[src/rtl/pulse_pkg.sv]
// Shared definitions for the pulse parameter register block: address map, frame constants,
// receiver FSM encoding and the parameter record with its power-on values.
package pulse_pkg;

  localparam logic [7:0] SYNC_BYTE   = 8'hA5;
  localparam logic [7:0] COMMIT_ADDR = 8'h7F;

  localparam logic [3:0] ADDR_PER    = 4'h0;
  localparam logic [3:0] ADDR_P1WID  = 4'h1;
  localparam logic [3:0] ADDR_DEL    = 4'h2;
  localparam logic [3:0] ADDR_P2WID  = 4'h3;
  localparam logic [3:0] ADDR_P1WID2 = 4'h4;
  localparam logic [3:0] ADDR_DEL2   = 4'h5;
  localparam logic [3:0] ADDR_P2WID2 = 4'h6;
  localparam logic [3:0] ADDR_P1ST2  = 4'h7;
  localparam logic [3:0] ADDR_NUT_W  = 4'h8;
  localparam logic [3:0] ADDR_NUT_D  = 4'h9;
  localparam logic [3:0] ADDR_PR_ATT = 4'hA;
  localparam logic [3:0] ADDR_CP     = 4'hB;
  localparam logic [3:0] ADDR_P_BL   = 4'hC;
  localparam logic [3:0] ADDR_BL     = 4'hD;
  localparam logic [7:0] ADDR_MAX    = 8'h0D;

  typedef enum logic [1:0] {ST_IDLE, ST_ADDR, ST_DATA, ST_CSUM} rx_state_t;

  typedef struct packed {
    logic [31:0] per;
    logic [15:0] p1wid;
    logic [15:0] del;
    logic [15:0] p2wid;
    logic [15:0] p1wid2;
    logic [15:0] del2;
    logic [15:0] p2wid2;
    logic [15:0] p1st2;
    logic [7:0]  nut_w;
    logic [15:0] nut_d;
    logic [6:0]  pr_att;
    logic        cp;
    logic [7:0]  p_bl;
    logic        bl;
  } params_t;

  localparam params_t PARAM_RST = '{
    per:    32'd10000,
    p1wid:  16'd20,
    del:    16'd200,
    p2wid:  16'd40,
    p1wid2: 16'd0,
    del2:   16'd0,
    p2wid2: 16'd0,
    p1st2:  16'd0,
    nut_w:  8'd0,
    nut_d:  16'd0,
    pr_att: 7'd127,
    cp:     1'b1,
    p_bl:   8'd10,
    bl:     1'b0
  };

  // Each field keeps only the low bits of the 32-bit frame payload.
  function automatic params_t apply_write(params_t p, logic [3:0] a, logic [31:0] d);
    params_t r;
    r = p;
    case (a)
      ADDR_PER:    r.per    = d;
      ADDR_P1WID:  r.p1wid  = d[15:0];
      ADDR_DEL:    r.del    = d[15:0];
      ADDR_P2WID:  r.p2wid  = d[15:0];
      ADDR_P1WID2: r.p1wid2 = d[15:0];
      ADDR_DEL2:   r.del2   = d[15:0];
      ADDR_P2WID2: r.p2wid2 = d[15:0];
      ADDR_P1ST2:  r.p1st2  = d[15:0];
      ADDR_NUT_W:  r.nut_w  = d[7:0];
      ADDR_NUT_D:  r.nut_d  = d[15:0];
      ADDR_PR_ATT: r.pr_att = d[6:0];
      ADDR_CP:     r.cp     = d[0];
      ADDR_P_BL:   r.p_bl   = d[7:0];
      ADDR_BL:     r.bl     = d[0];
      default:     r = p;
    endcase
    return r;
  endfunction

endpackage

[src/rtl/pulse_param_regs_if.sv]
// Byte stream from the UART receiver into the parameter register block.
interface pulse_param_regs_if;
  logic [7:0] rx_data;
  logic       rx_valid;

  modport master (output rx_data, rx_valid);
  modport slave  (input  rx_data, rx_valid);
endinterface

[src/rtl/param_frame_rx.sv]
// Frame decoder: SYNC, ADDR, 4 little-endian data bytes, XOR checksum, with inter-byte timeout.
// Emits one-cycle registered write / commit / error pulses.
module param_frame_rx #(
  parameter logic [7:0] SYNC_BYTE   = pulse_pkg::SYNC_BYTE,
  parameter logic [7:0] COMMIT_ADDR = pulse_pkg::COMMIT_ADDR,
  parameter int         TIMEOUT_CYC = 500000
) (
  input  logic        clk,
  input  logic        reset,
  input  logic [7:0]  rx_data,
  input  logic        rx_valid,
  output logic        wr_en,
  output logic [3:0]  wr_addr,
  output logic [31:0] wr_data,
  output logic        commit,
  output logic        err
);
  import pulse_pkg::*;

  localparam int CW = (TIMEOUT_CYC > 2) ? $clog2(TIMEOUT_CYC) : 1;
  localparam logic [CW-1:0] T_LAST = CW'(TIMEOUT_CYC - 1);

  rx_state_t     state;
  logic [7:0]    addr;
  logic [7:0]    csum;
  logic [31:0]   data;
  logic [1:0]    idx;
  logic [CW-1:0] tcnt;

  assign wr_addr = addr[3:0];
  assign wr_data = data;

  always_ff @(posedge clk or posedge reset) begin
    if (reset) begin
      state  <= ST_IDLE;
      addr   <= '0;
      csum   <= '0;
      data   <= '0;
      idx    <= '0;
      tcnt   <= '0;
      wr_en  <= 1'b0;
      commit <= 1'b0;
      err    <= 1'b0;
    end else begin
      wr_en  <= 1'b0;
      commit <= 1'b0;
      err    <= 1'b0;
      // A byte arriving on the expiry cycle takes priority over the timeout.
      if (rx_valid) begin
        tcnt <= '0;
        case (state)
          ST_IDLE: if (rx_data == SYNC_BYTE) state <= ST_ADDR;
          ST_ADDR: begin
            addr  <= rx_data;
            csum  <= rx_data;
            idx   <= '0;
            state <= ST_DATA;
          end
          ST_DATA: begin
            data <= {rx_data, data[31:8]};
            csum <= csum ^ rx_data;
            idx  <= idx + 2'd1;
            if (idx == 2'd3) state <= ST_CSUM;
          end
          ST_CSUM: begin
            state <= ST_IDLE;
            if (rx_data != csum)          err    <= 1'b1;
            else if (addr <= ADDR_MAX)    wr_en  <= 1'b1;
            else if (addr == COMMIT_ADDR) commit <= 1'b1;
            else                          err    <= 1'b1;
          end
          default: state <= ST_IDLE;
        endcase
      end else if (state != ST_IDLE) begin
        if (tcnt == T_LAST) begin
          state <= ST_IDLE;
          tcnt  <= '0;
          err   <= 1'b1;
        end else begin
          tcnt <= tcnt + CW'(1);
        end
      end else begin
        tcnt <= '0;
      end
    end
  end

endmodule

[src/rtl/pulse_param_regs.sv]
// Shadow/active parameter banks for the pulse sequencer; a commit frame swaps all shadows
// into the active outputs in a single cycle.
module pulse_param_regs #(
  parameter logic [7:0] SYNC_BYTE   = pulse_pkg::SYNC_BYTE,
  parameter int         TIMEOUT_CYC = 500000,
  parameter logic [7:0] COMMIT_ADDR = pulse_pkg::COMMIT_ADDR
) (
  input  logic              clk,
  input  logic              reset,
  pulse_param_regs_if.slave rx,
  output logic [31:0]       per,
  output logic [15:0]       p1wid,
  output logic [15:0]       del,
  output logic [15:0]       p2wid,
  output logic [15:0]       p1wid2,
  output logic [15:0]       del2,
  output logic [15:0]       p2wid2,
  output logic [15:0]       p1st2,
  output logic [15:0]       nut_d,
  output logic [7:0]        nut_w,
  output logic [7:0]        p_bl,
  output logic [6:0]        pr_att,
  output logic              cp,
  output logic              bl,
  output logic              param_update,
  output logic              frame_ok,
  output logic              frame_err,
  output logic [7:0]        err_count
);
  import pulse_pkg::*;

  logic        wr_en, commit, err;
  logic [3:0]  wr_addr;
  logic [31:0] wr_data;
  params_t     shadow, active;

  param_frame_rx #(
    .SYNC_BYTE   (SYNC_BYTE),
    .COMMIT_ADDR (COMMIT_ADDR),
    .TIMEOUT_CYC (TIMEOUT_CYC)
  ) u_rx (
    .clk      (clk),
    .reset    (reset),
    .rx_data  (rx.rx_data),
    .rx_valid (rx.rx_valid),
    .wr_en    (wr_en),
    .wr_addr  (wr_addr),
    .wr_data  (wr_data),
    .commit   (commit),
    .err      (err)
  );

  always_ff @(posedge clk or posedge reset) begin
    if (reset) begin
      shadow       <= PARAM_RST;
      active       <= PARAM_RST;
      param_update <= 1'b0;
      err_count    <= '0;
    end else begin
      param_update <= commit;
      if (wr_en)  shadow <= apply_write(shadow, wr_addr, wr_data);
      if (commit) active <= shadow;
      if (err && err_count != 8'hFF) err_count <= err_count + 8'd1;
    end
  end

  // Decoder pulses are already registered, so these strobes come straight from flops.
  assign frame_ok  = wr_en | commit;
  assign frame_err = err;

  assign per    = active.per;
  assign p1wid  = active.p1wid;
  assign del    = active.del;
  assign p2wid  = active.p2wid;
  assign p1wid2 = active.p1wid2;
  assign del2   = active.del2;
  assign p2wid2 = active.p2wid2;
  assign p1st2  = active.p1st2;
  assign nut_w  = active.nut_w;
  assign nut_d  = active.nut_d;
  assign pr_att = active.pr_att;
  assign cp     = active.cp;
  assign p_bl   = active.p_bl;
  assign bl     = active.bl;

endmodule

[src/flat_wrapper.sv]
// flat-port wrapper written by rule: the top's interface ports become plain ports
module pulse_param_regs_flat import pulse_pkg::*;
#(
  parameter logic [7:0] SYNC_BYTE   = pulse_pkg::SYNC_BYTE,
  parameter int         TIMEOUT_CYC = 500000,
  parameter logic [7:0] COMMIT_ADDR = pulse_pkg::COMMIT_ADDR
)
  (clk, reset, per, p1wid, del, p2wid, p1wid2, del2, p2wid2, p1st2, nut_d, nut_w, p_bl, pr_att, cp, bl, param_update, frame_ok, frame_err, err_count, rx_rx_data, rx_rx_valid);
  pulse_param_regs_if rx_i ();
  input  logic clk;
  input  logic reset;
  output logic [31:0] per;
  output logic [15:0] p1wid;
  output logic [15:0] del;
  output logic [15:0] p2wid;
  output logic [15:0] p1wid2;
  output logic [15:0] del2;
  output logic [15:0] p2wid2;
  output logic [15:0] p1st2;
  output logic [15:0] nut_d;
  output logic [7:0] nut_w;
  output logic [7:0] p_bl;
  output logic [6:0] pr_att;
  output logic cp;
  output logic bl;
  output logic param_update;
  output logic frame_ok;
  output logic frame_err;
  output logic [7:0] err_count;
  input wire logic [$bits(rx_i.rx_data)-1:0] rx_rx_data;
  input wire logic [$bits(rx_i.rx_valid)-1:0] rx_rx_valid;
  assign rx_i.rx_data = rx_rx_data;
  assign rx_i.rx_valid = rx_rx_valid;
  pulse_param_regs #(.SYNC_BYTE(SYNC_BYTE), .TIMEOUT_CYC(TIMEOUT_CYC), .COMMIT_ADDR(COMMIT_ADDR)) u_core (.clk(clk), .reset(reset), .rx(rx_i), .per(per), .p1wid(p1wid), .del(del), .p2wid(p2wid), .p1wid2(p1wid2), .del2(del2), .p2wid2(p2wid2), .p1st2(p1st2), .nut_d(nut_d), .nut_w(nut_w), .p_bl(p_bl), .pr_att(pr_att), .cp(cp), .bl(bl), .param_update(param_update), .frame_ok(frame_ok), .frame_err(frame_err), .err_count(err_count));
endmodule
[config.mk]
export PLATFORM = sky130hd
export DESIGN_NAME = pulse_param_regs_flat
export DESIGN_NICKNAME = d
export VERILOG_FILES = /design/src/rtl/pulse_pkg.sv /design/src/rtl/pulse_param_regs_if.sv /design/src/rtl/param_frame_rx.sv /design/src/rtl/pulse_param_regs.sv /design/src/flat_wrapper.sv
export SDC_FILE = /design/constraint.sdc
export NUM_CORES = 1
export LEC_CHECK = 0
export BUFFER_PORTS_ARGS = -buffer_cell sky130_fd_sc_hd__buf_2
export CAP_MARGIN = 20
export CORE_MARGIN = 10
export CORE_UTILIZATION = 52
export DETAILED_ROUTE_END_ITERATION = 16
export PLACE_DENSITY = 0.72
export SLEW_MARGIN = 10
export SYNTH_ARGS = -nofsm -noshare
export SYNTH_HDL_FRONTEND = slang
export SYNTH_SLANG_ARGS = --single-unit
[constraint.sdc]
create_clock -name clk -period 14.23 [get_ports clk]
set_input_delay 2.1345 -clock clk [delete_from_list [all_inputs] [get_ports clk]]
set_output_delay 2.1345 -clock clk [all_outputs]
set_load 0.01 [all_outputs]
* After elaboration in Yosys (flattened, before gate mapping)
Cells that the tools add are included.
** Operators by class
- Shifts and indexed selects :: 0
- Multiply operators :: 0
- Equality and inequality tests :: 24
- Bitwise logic cells :: 2
- Div/mod/pow operators :: 0
- Reduce and logical (&&, ||, !) cells :: 25
- Add/subtract/negate cells :: 3
- Muxes and demuxes :: 27
- Magnitude comparators :: 1
** Operators with widths (number)
- $mux W19 :: 3
- $reduce_and A2 Y1 :: 17
- $eq A4 B4 Y1 const B :: 6
- $add A19 B1 Y19 const B :: 1
- $eq A19 B19 Y1 const B :: 1
- $eq A4 B3 Y1 const B :: 4
- $mux W1 :: 16
- $pmux W8 S2 :: 1
- $mux W2 :: 5
- $add A8 B1 Y8 const B :: 1
- $eq A4 B2 Y1 const B :: 2
- $eq A8 B7 Y1 const B :: 1
- $eq A8 B8 Y1 const B :: 1
- $le A8 B4 Y1 const B :: 1
- $ne A8 B8 Y1 :: 1
- $ne A8 B8 Y1 const B :: 1
- $pmux W2 S4 :: 1
- $reduce_bool A2 Y1 :: 4
- $xor A8 B8 Y8 :: 1
- $eq A2 B2 Y1 const B :: 3
- $ne A3 B3 Y1 const B :: 2
- $eq A4 B1 Y1 const B :: 1
- $logic_not A4 Y1 :: 1
- $pmux W2 S2 :: 1
- other kinds (6) :: 6
** Word-level totals
- Memory bits (read-only) :: 0
- Input port bits :: 11
- Output and inout bits :: 196
- Latch bits :: 0
- Logic and storage cells :: 121
- RAM bits :: 0
- Memories kept :: 0
- Flip-flop bits (word level) :: 453

* Longest topological paths before layout
Gate-level depths: netlist of the first run.
- Depth after elaboration :: 6
- Gate-level depth with buffers :: 7
- Gate-level depth less buffers :: 6

* Hierarchy
From an unflattened synthesis of the first run, not the netlist that was laid out.
** Second synthesis, totals
- Cell total of the unflattened synthesis :: 1145
- Area total of the unflattened synthesis :: 17734.5 sq um
** Modules (own cells, without submodules)
- pulse_param_regs :: instances 1, area each 14300.0 sq um, cells an instance 844
- param_frame_rx :: instances 1, area each 3434.5 sq um, cells an instance 301

* Worst setup path after synthesis of the first run
OpenSTA, ideal clock, no wires.
- Path type :: register to output
- Start point :: register u_core.u_rx.commit
- End point :: output port frame_ok
- Cell stages (with the launch flop) :: 5
- Slack :: 10.747 ns
- Data arrival time :: 1.348 ns
- Required time :: 12.095 ns
- Buffers on the path :: 3
- Cells stage by stage :: dfrtp_1 > clkbuf_1 > clkbuf_1 > clkbuf_1 > or2_2
** On the way
- Cells in the longest elaborated chain, start to end :: 1
** RTL lines
- from (decl) :: RTL line param_frame_rx.sv:15 : output logic commit,
- from (signal assigned) :: RTL line param_frame_rx.sv:42 : commit <= 1'b0;
- from (signal assigned) :: RTL line param_frame_rx.sv:46 : commit <= 1'b0;
- from (signal assigned) :: RTL line param_frame_rx.sv:69 : else if (addr == COMMIT_ADDR) commit <= 1'b1;
- $or A1 B1 Y1 :: RTL line pulse_param_regs.sv:68 : assign frame_ok = wr_en | commit;
- to (decl) :: RTL line flat_wrapper.sv:27 : output logic frame_ok;
No other way between the ends.

* Worst setup path in the final report of the first run
Same ends and word-level chain as after synthesis.

==> results of run 1 <==
[cells in the mapped netlist, types with 2 or more instances]
master / n
or3_1: 5
nand2b_1: 2
or2_2: 3
nor2_1: 27
dfstp_2: 44
clkbuf_1: 37
and3_1: 3
o31ai_1: 3
dfrtp_1: 409
nor4_1: 8
a221o_1: 2
nor3_1: 9
ha_1: 8
nor2b_1: 2
buf_2: 26
a41oi_1: 2
nand3b_1: 2
or4_1: 2
nand4_1: 10
and4_1: 2
nand3_1: 18
inv_1: 10
mux2_2: 409
o21ai_0: 13
and2_1: 2
xnor2_1: 11
nand2_1: 25
a21oi_1: 19
xor2_1: 17
[placed cells by master, fill, tap and decap left out, types with 2 or more instances in the layout]
cell type,synthesis,layout
buf_12,0,2
buf_2,26,206
buf_4,0,6
dfrtp_1,409,408
nor2_1,27,25
mux2_2,409,409
or3_1,5,5
or2_2,3,3
clkbuf_1,37,19
or4_1,2,2
dfstp_2,44,44
nand2b_1,2,2
nand2_1,25,25
o21ai_0,13,13
a21oi_1,19,19
nor3_1,9,9
ha_1,8,8
o31ai_1,3,3
and4_1,2,2
diode_2,0,2
clkinv_2,0,5
nor4_1,8,8
inv_1,10,9
and2_1,2,2
nand4_1,10,10
xnor2_1,11,11
clkbuf_8,0,9
and3_1,3,3
xor2_1,17,17
nand3_1,18,18
nor2_2,1,3
clkbuf_16,0,47
bufinv_16,0,3
a41oi_1,2,2
a221o_1,2,2
nand3b_1,2,2
[how the worst max path moves through the flow]
stage / end / start / slack [ns] / cells past startpoint
floorplan: u_core.bl / reset / 6.00 / 1
global placement: u_core.u_rx.commit / reset / 10.05 / 4
CTS: frame_ok / u_core.u_rx.commit / 10.24 / 2
global route: frame_ok / u_core.u_rx.commit / 10.19 / 2
detailed placement: u_core.u_rx.commit / reset / 10.05 / 4
finish: frame_ok / u_core.u_rx.commit / 10.27 / 2
[routing by layer]
metal  up-vias  part of all wire, %  routed length [um]  track usage, %
li1       4464                    -                   -               -
met1      5228                   44               17400            24.1
met2       191                   49               19200            30.6
met3        47                  5.0                1940            3.76
met4         0                  1.5                 580            4.65
met5         -                    0                   0               0
[flip-flops by register name, indices dropped and copies added (netlist names), 7 cells and up]
register	cells
u_core.shadow	185
u_core.per	32
u_core.u_rx.wr_data	32
u_core.u_rx.tcnt	19
u_core.del2	16
u_core.del	16
u_core.nut_d	16
u_core.p1st2	16
u_core.p1wid2	16
u_core.p1wid	16
u_core.p2wid2	16
u_core.p2wid	16
u_core.err_count	8
u_core.nut_w	8
u_core.p_bl	8
u_core.u_rx.addr	8
u_core.u_rx.csum	8
u_core.pr_att	7
[stage by stage]
step	hold slack, ns	setup WS [ns]	cells	area (um2)	power, mW
finish	0.478	10.27	1832	20600	3.02
detailed placement	0.468	10.05	1745	19100	1.86
global route	0.508	10.19	1830	20600	3.15
CTS	0.482	10.24	1830	20600	3.06
floorplan	0.352	6.00	1147	17700	1.70
global placement	0.459	10.05	1745	19100	1.84
[power by group through the flow]
stage	Combinational [mW]	Clock (mW)	Sequential [mW]
after floorplan	0.250	0	1.45
after detailed placement	0.254	0	1.60
final	0.252	1.20	1.58
after CTS	0.256	1.22	1.58
after global placement	0.242	0	1.60
after global routing	0.282	1.28	1.59
[logic make-up after synthesis]
group | count (synthesis) | synth area share (%)
DFF | 453 | 64.5
muxes | 409 | 26.1
and+or+nand+nor | 132 | 4.17
buffers and inverters | 74 | 1.80
AOI/OAI and AO/OA | 43 | 1.43
xor gates and xnor gates | 28 | 1.39
adders and majority gates | 8 | 0.567
[area by class of cell]
type                    count  area, um2
clock inverters            10        133
inverters                  10       41.3
diodes                      2       5.00
repair buffers            214       1120
multi-input cells         620       5950
flip-flops and latches    453      11400
clock buffers              75       1370
well taps                 448        561
fillers                  2594      13000
[worst min-delay path: cells and delay by family, from the launching register on]
family	cells	cell delay, ns
flops	1	0.35
simple gates	2	0.10
==> impl_metrics.py, run 1 <==
metrics = {
    "layout": {
        "postLayoutCoreUtil_pct": 61.3,
        "area_growth_pct": 16.5,
        "fin_nets": 1364,
        "drive_gt1_share_pct": 54.3,
    },
    "synth": {
        "synthTopCellsByArea": "dfrtp_1 (58%), mux2_2 (26%), dfstp_2 (6.6%)",
        "synth_top_flop_cell": "dfrtp_1",
        "yosysTopAreaCell": "dfrtp_1",
        "synth_nets": 1166,
        "synth_edf_count": 0,
        "synthDistinctLibCells": 46,
        "synth.top_cell.area_share_pct": 58.0,
        "ys_seq_area_share_pct": 64.5,
        "netlist_instances": 1147,
        "async_reset_ff_share_pct": 100,
        "synth_area_per_cell_um2": 15.4,
        "yosysWarnings": 0,
        "syn_area_um2": 17600,
        "ys_ff_latch": 453,
    },
    "worst_setup_path": {
        "crit_family": "flip-flops",
        "crit_arrival_ns": 1.83,
        "cp_data_required_time_ns": 12.10,
        "startpoint_type": "flop",
        "reg2reg_from": "u_core.u_rx.commit",
        "path_class": "flop to output port",
        "crit_slowest_cell": "dfrtp_4",
        "path_cells": "or2_2, buf_2",
        "timing.rr.end": "u_core.p1st2[0]",
        "crit_fanout": 52,
        "end_kind": "output port",
        "slowest_delay_ns": 0.73,
        "r2r_setup_slack_ns": 11.06,
        "reg2reg_depth": 3,
        "cp_num_buf_inv": 1,
    },
    "worst_hold_path": {
        "min_path_type": "flop to flop",
        "min_to": "u_core.u_rx.idx[1]",
        "hp-start": "u_core.u_rx.idx[1]",
        "min_path_cells": 2,
    },
    "floorplanning": {
        "die_w_um": 204,
        "pin_count": 207,
        "fp.dieH_um": 204,
        "coreArea_um2": 33500,
        "row_count": 67,
        "start_util_pct": 52.6,
        "die-area_um2": 41700,
    },
    "power": {
        "ir_drop_mv": 0.115,
        "p_per_area_nw_per_um2": 147,
        "combPwrFrac_pct": 8.3,
        "clkPwrFrac_pct": 39.5,
        "p_sw_share_pct": 27.2,
        "p_seq_share_pct": 52.1,
        "p_switching_mw": 0.822,
        "p_int_mw": 2.20,
        "p_leak_nw": 10.6,
    },
    "drt": {
        "vias": 9930,
        "dr.pass1.iters": 6,
        "post_drt_wl_per_cell_um": 21.4,
        "drtIter0Drc": 471,
        "drc": 0,
        "viasPerCell": 5.42,
        "wl_um": 39200,
        "route.antenna.remaining_nets": 0,
    },
    "sta": {
        "period_minus_slack_ns": 3.96,
        "setup_viol": 0,
        "rsz0062_at_grt": "false",
        "slew_viol_final": 0,
        "relSlewSlack_pct": 25.1,
        "min_period_over_period_pct": 27.8,
        "fmax_mhz": 252,
        "hold_viol": 0,
        "finalSetupTns_ns": 0,
        "tightest_slew_ns": 1.12,
        "clock_skew_ns": 0.0127,
    },
    "placement": {
        "place_congestion": 0.807,
        "numPortBuffers": 206,
        "dp_hpwl_um": 25200,
    },
    "clocking": {
        "post_cts_buffers": 0,
        "numCtsBuffers": 46,
        "clock_latency_ns": 0.54,
        "cts_buffer_depth": 3,
        "cts.repair.resized": 0,
        "cts_tree": "done",
        "cts_sinks": 453,
        "cts.clk_slew.worst_paths_ns": 0.06,
        "cts.hold.buffers_added": 0,
        "htreeDepth": 2,
        "cts-root-buf": "clkbuf_16",
    },
    "job": {
        "max_cap_violations": 0,
    },
    "global_routing": {
        "grtUsageTotal_pct": 18.4,
        "grt_max_degree": 198,
        "grt_pass1_vias": 10200,
        "grt_pass1_wl_um": 60000,
        "grt_antenna_before_repair": 1,
        "overflow": 0,
    },
    "run_status": {
        "outcome": "finished clean",
    },
}
(Power assumes the default switching activity.)
==> inputs of run 2 (changes only) <==
==> constraint.sdc (replaced) <==
create_clock -name clk -period 3.61 [get_ports clk]
set_input_delay 0.5415 -clock clk [delete_from_list [all_inputs] [get_ports clk]]
set_output_delay 0.5415 -clock clk [all_outputs]
set_load 0.01 [all_outputs]
==> run 2 against run 1 <==
Total power grew to 3.9 times the previous value; first-iteration DRC count down 20%; clock skew is 0.011 ns higher; critical path depth unchanged; clock power grew to 4.0 times the previous value; global-route usage grew 0.43 points; clock-buffer cell count shrank 11; die area unchanged; hold slack worse by 0.45 ns; design area rose by 0.53%; worst setup slack worse by 9.2 ns; sequential power increased to 3.9 times the previous value; critical endpoint unchanged; largest power group unchanged.
==> impl_metrics.py, run 2 (synthesized netlist as in run 1, its figures left out) <==
metrics = {
    "worst_hold_path": {
        "min_path_type": "primary input to async pin",
    },
    "floorplanning": {
        "coreArea_um2": 33500,
        "die_w_um": 204,
        "fp.dieH_um": 204,
        "row_count": 67,
        "pin_count": 207,
        "die-area_um2": 41700,
        "start_util_pct": 52.6,
    },
    "drt": {
        "route.antenna.remaining_nets": 0,
        "wl_um": 39400,
        "viasPerCell": 5.40,
        "drtIter0Drc": 378,
        "dr.pass1.iters": 4,
        "vias": 9906,
        "post_drt_wl_per_cell_um": 21.5,
        "drc": 0,
    },
    "layout": {
        "layout_common_cells": "mux2_2 (409), dfrtp_1 (408), buf_2 (206)",
        "top_register": "u_core.shadow",
        "drive_gt1_share_pct": 55.1,
        "postLayoutCellArea_um2": 20700,
        "num_antenna_cells": 0,
        "final_common_cell": "mux2_2",
        "area_growth_pct": 17.2,
        "fin_nets": 1369,
        "seq_area_um2": 11400,
        "fill_cells": 2563,
        "final_cells": 1834,
        "multi_input_area_um2": 5950,
        "largest_reg_flops": 185,
    },
    "power": {
        "p_per_area_nw_per_um2": 578,
        "ir_drop_mv": 0.364,
        "p_leak_nw": 10.7,
        "fin_total_pwr_mw": 11.9,
    },
    "placement": {
        "dp_hpwl_um": 26200,
        "numPortBuffers": 206,
        "dp_cells": 1750,
        "place_congestion": 0.783,
        "place_area_um2": 19100,
    },
    "clocking": {
        "cts-root-buf": "clkbuf_16",
        "cts_tree": "done",
        "clock_latency_ns": 0.54,
        "cts.repair.resized": 0,
        "numCtsBuffers": 46,
        "cts.clk_slew.worst_paths_ns": 0.06,
        "cts_sinks": 453,
        "htreeDepth": 2,
        "cts_buffer_depth": 3,
        "cts.hold.buffers_added": 0,
        "post_cts_buffers": 0,
    },
    "global_routing": {
        "grt_max_degree": 143,
        "overflow": 0,
        "grt_antenna_before_repair": 0,
        "grtUsageTotal_pct": 18.8,
        "grt_pass1_wl_um": 61700,
        "grt_pass1_vias": 10500,
    },
    "worst_setup_path": {
        "path_class": "flop to output port",
        "reg2reg_depth": 3,
        "cp_data_required_time_ns": 3.07,
        "startpoint_type": "flop",
        "crit_fanout": 67,
        "r2r_setup_slack_ns": 1.47,
        "end_kind": "output port",
        "crit_arrival_ns": 1.99,
    },
    "sta": {
        "holdWs_ns": 0.0272,
        "rsz0062_at_grt": "false",
        "tightest_slew_ns": 1.01,
        "fmax_mhz": 395,
        "clock_skew_ns": 0.0241,
        "min_period_over_period_pct": 70.0,
        "slew_viol_final": 0,
        "period_minus_slack_ns": 2.53,
        "relSlewSlack_pct": 32.6,
        "hold_viol": 0,
        "setup_viol": 0,
    },
    "run_status": {
        "outcome": "finished clean",
    },
    "job": {
        "max_cap_violations": 0,
    },
}
[run 2: stage by stage]
step	setup slack [ns]	utilization, %	setup TNS, ns
2_1_floorplan	-3.02	-	-1294.94
3_3_place_gp	1.50	57.1	0
3_5_place_dp	1.46	57.1	0
4_1_cts	1.05	61.7	0
5_1_grt	0.995	61.7	0
6_report	1.08	61.7	0
[run 2: metal layers]
layer	up-vias	track usage (%)	wire [um]
met5	-	0	0
met4	0	4.50	749
met3	56	4.71	2350
met2	178	31.3	19300
met1	5203	24.2	16900
li1	4469	-	-
[run 2: final timing paths]
kind                                     start                   to
hold / removal                           reset        u_core.per[7]
hold reg to reg             u_core.u_rx.idx[1]   u_core.u_rx.idx[1]
min in group clk                   rx_rx_valid  u_core.u_rx.tcnt[2]
setup / recovery            u_core.u_rx.commit             frame_ok
setup reg to reg           u_core.u_rx.addr[2]   u_core.shadow[107]
max in group asynchronous                reset      u_core.nut_d[7]
[run 2: final cells by class]
| class | instances | share of cell area [%] |
|---|---|---|
| clock buffer | 64 | 6.34 |
| clock inverter | 20 | 1.07 |
| sequential | 453 | 55.1 |
| inverter | 10 | 0.200 |
| multi-input combinational | 620 | 28.8 |
| timing repair buffer | 219 | 5.82 |
| tap | 448 | 2.71 |
[run 2: worst max-delay path, cell delays in order, from the launching register on]
cell and delay [ns]:
dfrtp_4 1.02, or2_2 0.23, buf_2 0.15
[run 2: report_power, final]
| part | leakage (nW) | internal [mW] | switching, mW |
|---|---|---|---|
| logic | 3.89 | 0.477 | 0.528 |
| clock network | 0.760 | 2.83 | 1.93 |
| registers | 6.06 | 5.40 | 0.773 |
